===== src/rtl/jimmy_prog_loader_if.sv =====
// Byte-stream load channel for jimmy_prog_loader.
// The source drives data/valid, and the loader drives ready.
interface jimmy_prog_loader_if;
  logic [7:0] rx_data;
  logic       rx_valid;
  logic       rx_ready;

  modport master (output rx_data, output rx_valid, input rx_ready);
  modport slave  (input rx_data, input rx_valid, output rx_ready);
endinterface


===== src/rtl/jimmy_prog_loader.sv =====
// Program-memory controller for the Jimmy CPU. It loads a length-prefixed image into a 256-byte store,
// then releases the CPU from reset. Defining JIMMY_LOADER_CHECKSUM_EN adds a trailing checksum byte.
module jimmy_prog_loader #(
  parameter int DEPTH        = 256,
  parameter int CPU_RST_HOLD = 2
) (
  input  logic               clk,
  input  logic               reset,
  input  logic               load_req,
  jimmy_prog_loader_if.slave rx,
  input  logic [7:0]         inst_address_bus,
  output logic [7:0]         inst_data_bus,
  output logic               cpu_reset_n,
  output logic               busy,
  output logic               done,
  output logic               error
);

  localparam int HW = (CPU_RST_HOLD < 2) ? 1 : $clog2(CPU_RST_HOLD + 1);
  localparam logic [HW-1:0] HOLD_INIT = HW'(CPU_RST_HOLD);

  // HOLD is the terminal sub-step entered when the image completes before the hold counter expires
  typedef enum logic [2:0] {LEN, DATA, CSUM, HOLD, RUN, ERR} state_e;

  state_e        state_q;
  logic [8:0]    cnt_q;
  logic [7:0]    addr_q;
  logic [HW-1:0] hold_q;
  logic [HW-1:0] hold_d;
  logic          cpu_reset_n_q;
  logic          busy_q;
  logic          done_q;
  logic          xfer;
  logic          load_end;
  logic          hold_ok;
  logic [7:0]    mem [DEPTH];

  assign rx.rx_ready = (state_q == LEN) || (state_q == DATA) || (state_q == CSUM);
  assign xfer        = rx.rx_valid && rx.rx_ready;
  assign hold_d      = (hold_q == '0) ? hold_q : hold_q - HW'(1);
  assign hold_ok     = (hold_d == '0);

`ifdef JIMMY_LOADER_CHECKSUM_EN
  logic [7:0] acc_q;
  logic [7:0] acc_d;
  logic       error_q;
  logic       csum_bad;

  assign acc_d    = acc_q + rx.rx_data;
  assign load_end = (state_q == CSUM) && xfer && (acc_d == 8'd0);
  assign csum_bad = (state_q == CSUM) && xfer && (acc_d != 8'd0);
  assign error    = error_q;
`else
  assign load_end = (state_q == DATA) && xfer && (cnt_q == 9'd1);
  assign error    = 1'b0;
`endif

  assign cpu_reset_n   = cpu_reset_n_q;
  assign busy          = busy_q;
  assign done          = done_q;
  assign inst_data_bus = mem[inst_address_bus];

  always_ff @(posedge clk) begin
    if (!reset) begin
      state_q       <= LEN;
      hold_q        <= HOLD_INIT;
      addr_q        <= '0;
      cnt_q         <= '0;
      cpu_reset_n_q <= 1'b0;
      busy_q        <= 1'b1;
      done_q        <= 1'b0;
`ifdef JIMMY_LOADER_CHECKSUM_EN
      acc_q         <= '0;
      error_q       <= 1'b0;
`endif
    end else begin
      hold_q <= hold_d;
      case (state_q)
        LEN: if (xfer) begin
          cnt_q   <= (rx.rx_data == 8'd0) ? 9'd256 : {1'b0, rx.rx_data};
          addr_q  <= '0;
`ifdef JIMMY_LOADER_CHECKSUM_EN
          acc_q   <= '0;
`endif
          state_q <= DATA;
        end
        DATA: if (xfer) begin
          addr_q <= addr_q + 8'd1;
          cnt_q  <= cnt_q - 9'd1;
`ifdef JIMMY_LOADER_CHECKSUM_EN
          acc_q  <= acc_d;
          if (cnt_q == 9'd1) state_q <= CSUM;
`endif
        end
        RUN, ERR: if (load_req) begin
          state_q       <= LEN;
          hold_q        <= HOLD_INIT;
          cpu_reset_n_q <= 1'b0;
          busy_q        <= 1'b1;
          done_q        <= 1'b0;
`ifdef JIMMY_LOADER_CHECKSUM_EN
          error_q       <= 1'b0;
`endif
        end
        default: ;
      endcase
`ifdef JIMMY_LOADER_CHECKSUM_EN
      if (csum_bad) begin
        state_q <= ERR;
        busy_q  <= 1'b0;
        error_q <= 1'b1;
      end
`endif
      // Release only once the hold counter reaches zero on this edge
      if (load_end || (state_q == HOLD)) begin
        if (hold_ok) begin
          state_q       <= RUN;
          cpu_reset_n_q <= 1'b1;
          busy_q        <= 1'b0;
          done_q        <= 1'b1;
        end else begin
          state_q <= HOLD;
        end
      end
    end
  end

  // Memory has no reset, so a reset-aborted load keeps its earlier words
  always_ff @(posedge clk) begin
    if (reset && (state_q == DATA) && xfer) mem[addr_q] <= rx.rx_data;
  end

endmodule


===== src/flat_wrapper.sv =====
// flat-port wrapper written by rule: the top's interface ports become plain ports
module jimmy_prog_loader_flat 
#(
  parameter int DEPTH        = 256,
  parameter int CPU_RST_HOLD = 2
)
  (clk, reset, load_req, inst_address_bus, inst_data_bus, cpu_reset_n, busy, done, error, rx_rx_data, rx_rx_valid, rx_rx_ready);
  jimmy_prog_loader_if rx_i ();
  input  logic clk;
  input  logic reset;
  input  logic load_req;
  input  logic [7:0] inst_address_bus;
  output logic [7:0] inst_data_bus;
  output logic cpu_reset_n;
  output logic busy;
  output logic done;
  output logic error;
  input wire logic [$bits(rx_i.rx_data)-1:0] rx_rx_data;
  input wire logic [$bits(rx_i.rx_valid)-1:0] rx_rx_valid;
  output wire logic [$bits(rx_i.rx_ready)-1:0] rx_rx_ready;
  assign rx_i.rx_data = rx_rx_data;
  assign rx_i.rx_valid = rx_rx_valid;
  assign rx_rx_ready = rx_i.rx_ready;
  jimmy_prog_loader #(.DEPTH(DEPTH), .CPU_RST_HOLD(CPU_RST_HOLD)) u_core (.clk(clk), .reset(reset), .load_req(load_req), .rx(rx_i), .inst_address_bus(inst_address_bus), .inst_data_bus(inst_data_bus), .cpu_reset_n(cpu_reset_n), .busy(busy), .done(done), .error(error));
endmodule

===== config.mk =====
export PLATFORM = sky130hd
export DESIGN_NAME = jimmy_prog_loader_flat
export DESIGN_NICKNAME = d
export VERILOG_FILES = /design/src/rtl/jimmy_prog_loader_if.sv /design/src/rtl/jimmy_prog_loader.sv /design/src/flat_wrapper.sv
export SDC_FILE = /design/constraint.sdc
export NUM_CORES = 2
export LEC_CHECK = 0
export ABC_AREA = 1
export CAP_MARGIN = 5
export CORE_MARGIN = 3
export CORE_UTILIZATION = 61
export CTS_CLUSTER_DIAMETER = 200
export DETAILED_ROUTE_END_ITERATION = 8
export GPL_ROUTABILITY_DRIVEN = 0
export PLACE_DENSITY_LB_ADDON = 0.05
export SLEW_MARGIN = 20
export SYNTH_ARGS = -nofsm -noshare
export SYNTH_HDL_FRONTEND = slang
export SYNTH_SLANG_ARGS = --single-unit

===== constraint.sdc =====
create_clock -name clk -period 7.18 [get_ports clk]
set_input_delay 1.436 -clock clk [delete_from_list [all_inputs] [get_ports clk]]
set_output_delay 1.436 -clock clk [all_outputs]
set_load 0.1 [all_outputs]

# After elaboration in Yosys (flattened, before gate mapping)
# Memories as Yosys holds them, arrays and structs flattened.
# Index checks and enable logic that the tools add are counted.
# op_classes
add_sub_neg	3
n_eq_ne	10
mux	29
n_reduce_logical	17
# op_table
operator	n
2-to-1 mux 9 bit	3
one-hot mux 9 bit (2 select lines)	1
2-to-1 mux 8 bit	2
one-hot mux 8 bit (2 select lines)	1
2-to-1 mux 1 bit	14
2-to-1 mux 3 bit	4
equality test 9 x 1 -> 1 bit, second input constant	1
subtractor 9 x 1 -> 9 bit, second input constant	1
adder 8 x 1 -> 8 bit, second input constant	1
logical NOT 8 bit	1
equality test 3 x 2 -> 1 bit, second input constant	2
equality test 3 bit, second input constant	2
2-to-1 mux 2 bit	3
!= test 3 x 2 -> 1 bit, second input constant	2
one-hot mux 3 bit (2 select lines)	1
AND reduction 3 bit	2
logical AND 1 bit	5
logical NOT 2 bit	2
!= test 2 x 1 -> 1 bit, second input constant	2
equality test 3 x 1 -> 1 bit, second input constant	1
logical NOT 3 bit	1
logical OR 1 bit	3
nonzero test 3 bit	1
nonzero test 2 bit	1
2 further kinds	2
# totals
ram_bits	2048
mem_count	1
output_inout_bits	13
register_bits	25
# mem_list
memory	depth	width	read_ports	rd_ports_with_merged_regs	write_ports	line_no	text
u_core.mem	256	8	1	0	1	jimmy_prog_loader.sv:36	logic [7:0] mem [DEPTH];

# Longest topological paths before layout
# logic_depth
depth_word	9
depth_mapped	15

# Worst setup path after synthesis
# No wires, ideal clock.
# synth_path
path_type	input to output
start	in inst_address_bus[0]
end	out inst_data_bus[2]
path_slack_ps	2426
arrival_ps	3318
stages	15
cell_sequence	buf_4 > inv_2 > buf_4 > buf_4 > buf_2 > nand2_1 > nand3_1 > nand3_1 > nand3_1 > nand3_1 > nand3_1 > nand3_1 > nand2_1 > nand2_1 > nand2_1
# synth_between
elab_chain_len	1
# synth_lines
item	line_no	text
start, declared	flat_wrapper.sv:12	input logic [7:0] inst_address_bus;
memory (256 x 8 bit)	--	
end, declared	flat_wrapper.sv:13	output logic [7:0] inst_data_bus;
# No other way between the ends.

# Final worst setup path
# layout_path
start	in inst_address_bus[6]
end	out inst_data_bus[2]
# Same word-level chain as after synthesis.

==> results.txt <==
The worst setup path is launched from a primary input. The share of the synthesized area in compound gates (AO/OA/AOI/OAI) came out at 0.00279. The synthesized netlist net count is 7,144. The port buffer count is 31. The synthesis warning total came out at 0. The simple-gate share of the synthesized area came out at 0.232. Leaving out filler cells and counting taps, the final layout contains 8,923. The critical path required time is 5.74 ns. The combinational power share came out at 0.062. For this run, the leading register cell type out of synthesis is edfxtp_1. The count of filler cells inserted in the layout came out at 9,777. After synthesis, the largest family of logic cells by area is simple AND/OR/NAND/NOR gates. The via density per instance came out at 6.22. The number of antenna violations at the first check in global routing came out at 3. Summed over all failing endpoints, the final setup total negative slack is 0 ns. The count of distinct cell types in the synthesized netlist came out at 35. Timing would allow up to 159 MHz. The number of synthesized flops with an enable pin is 2,048. The tightest min-delay check is of the register to register type. The final count of hold timing violations came to 0. The register bit count reported by yosys came out at 2,073. The global-route wire length before repair came out at 334 mm. The total congestion overflow after global routing came out at 0. The sequential-to-total area share from yosys stat is 0.736.

The arrival time of the worst setup path is 4.87 ns. Power spread over the standard cell area amounts to 272 nW/um^2. After detailed routing, the number of remaining DRC violations is 0. The clock-pin slew on the worst setup and hold paths is 0.06 ns. The via count of the first global-routing pass came out at 52,600. The fraction of layout instances using a drive strength above 1 came out at 0.0668. The area of placed instances is 86,000 sq um. The post-cts repair resize count came out at 0.

The maximum clock insertion buffer count came out at 3. The area of all placed cells without fillers is 92,400 sq um. The sequential cell fraction of total power is 0.530.

The adder-cell area share of the yosys netlist came out at 0.000891. The number of nets in the layout is 6,995. The category of the worst setup path capture point is an output pin. The CTS tree is built. The total CTS buffers is 200.

The number of top-level pins is 33. Across the VDD grid, the largest voltage drop is 0.250 mV. The die is 378 um tall. The max-slew violation count came out at 0. The cell row count came out at 135.

The critical-path maximum fanout came out at 17. The category of the most critical setup path is primary input to output pin. The cell sitting at the root of the clock tree is a clkbuf_16. The slew of the pin with the lowest slew margin came out at 1.24 ns. The overall routed net length is 225 mm.

The clock skew after layout came out at 0.0228 ns. The detailed-route wire length per cell is 25.2 um. The share of synthesized flip-flops with an asynchronous set or reset came out at 0.

The most frequent standard cell in the layout excluding fill and tap cells is nand2_1. The final core utilization is 0.678. The share of power burned in the clock network is 0.408. The relative area change from synthesis to final layout came out at 9.62%. The headroom to the max-slew limit came out at 0.169. The routed layout has 55,500 vias. The static leakage is 32.0 nW. The number of clock sinks is 2,073.

The library cells used most frequently in the layout, excluding fill and tap cells, are nand2_1 (2,126), edfxtp_1 (2,048), nand3_1 (2,020). Of the total power, the share spent switching nets is 0.223. The maximum number of pins on one net before global-route repair is 185.

Including well taps, the total number of placed cells is 8,548. The violation count after the first detailed-routing iteration is 7,403. The count of maximum capacitance violations is 0.

The initial cell density of the core is 0.618. The die width came out at 378 um. The time the worst path needs with I/O delays and setup came out at 6.31 ns. The total track usage came out at 0.315.

The number of iterations in the first detailed-routing pass is 8. The remaining antenna violation count after routing is 0. The H-tree was split into 4 levels. The cell count after synthesis came out at 7,118. The final cycle utilization of the critical path is 0.879. The clock insertion delay at the later pin of the skew report is 0.82 ns. The full die area came out at 143,000 sq um. The flow ran to the end, and the final reports show no timing, DRC or antenna violations. The buffer count from post-CTS setup fixing came out at 0. Summed over all nets, the switching power comes to 5.61 mW. The cell-internal power came out at 19.5 mW. Of the total synthesized cell area, the portion taken by XOR and XNOR cells is 0.000208. The share of synthesized area spent on multiplexers came out at 0. The hold-fix buffer count after cts is 0. The final-layout worst hold slack came out at 0.439 ns. The number of failing setup endpoints in the final timing report came out at 0.

The placeable core region is 136,000 sq um. The mean cell area of the mapped netlist is 11.8 sq um. The synthesized netlist occupies a cell area of 84,300 sq um. The half-perimeter wire length after detailed placement is 122 mm.

Setup repair after global routing left no endpoint under its margin.
-- worst paths after layout --
check                 startpoint                 end  slack [ns]  cells after the start
max          inst_address_bus[6]    inst_data_bus[2]        0.87                      7
min reg2reg     u_core.hold_q[0]    u_core.hold_q[0]        0.44                      1
min             u_core.hold_q[0]    u_core.hold_q[0]        0.44                      1
max reg2reg    u_core.state_q[2]  u_core.mem[205][1]        3.94                      9
-- stage by stage --
| step | total power, mW | setup slack, ns |
|---|---|---|
| after floorplan | 14.4 | 2.43 |
| after global placement | 15.1 | 1.06 |
| after detailed placement | 15.1 | 1.12 |
| after CTS | 25.2 | 1.10 |
| after global routing | 25.8 | 0.863 |
| final | 25.1 | 0.872 |
-- critical path, stage by stage --
cell	delay (ns)
clkdlybuf4s50_1	1.07
inv_1	0.96
nand3_1	0.48
nand2_1	0.31
nand2_1	0.09
nand2_1	0.26
buf_12	0.22
-- cells by family after synthesis --
| kind of cell | count (synthesis) |
|---|---|
| AO/OA/AOI/OAI | 41 |
| XOR/XNOR | 2 |
| adder cells (fa/ha/maj) | 6 |
| buffers and inverters | 524 |
| flip-flops | 2073 |
| other | 1 |
| AND/OR/NAND/NOR | 4471 |
-- routing by layer --
metal,GRT usage,vias to the layer above,wire (um),part of all wire
met1,0.452,27100,89400,0.40
met2,0.486,2912,104000,0.46
met4,0.116,2,8500,0.038
met3,0.0629,490,22900,0.10
li1,-,25000,-,-
met5,0,-,10,0.000045
-- power groups by stage --
stage               combinational, mW  sequential [mW]  clock (mW)
finish                           1.56             13.3        10.3
global route                     1.68             13.3        10.8
detailed placement               1.54             13.6           0
CTS                              1.54             13.3        10.3
floorplan                       0.858             13.6           0
global placement                 1.52             13.6           0
-- final cells by class --
cell class,count,area [sq um],area share
Sequential cell,2073,62000,0.671
Multi-Input combinational cell,4521,19900,0.216
Clock buffer,266,5550,0.0601
Tap cell,1781,2230,0.0241
Timing Repair Buffer,135,1640,0.0177
Clock inverter,107,850,0.00920
Inverter,38,168,0.00182
Antenna cell,2,5.00,0.0000542
-- cell usage after synthesis, types with 5 or more instances --
library cell,count,share of area
nand2_1,2134,0.095
edfxtp_1,2048,0.73
nand3_1,2028,0.12
nor2_1,255,0.011
buf_2,192,0.011
clkbuf_1,187,0.0083
buf_1,64,0.0029
buf_4,34,0.0030
inv_1,33,0.0015
dfxtp_1,25,0.0059
nor2_2,23,0.0017
o21ai_0,17,0.0010
a21oi_1,13,0.00077
buf_6,9,0.0012
nand2_4,9,0.0012
nor3_1,7,0.00042
ha_1,6,0.00089
inv_2,5,0.00022
-- registers in the layout, summed over array words and instances (netlist names) --
register	flops
u_core.state_q	3
u_core.busy	1
u_core.cnt_q	9
u_core.hold_q	2
u_core.mem	2048
u_core.addr_q	8
u_core.done	1
u_core.cpu_reset_n	1
(Power assumes the default switching activity.)
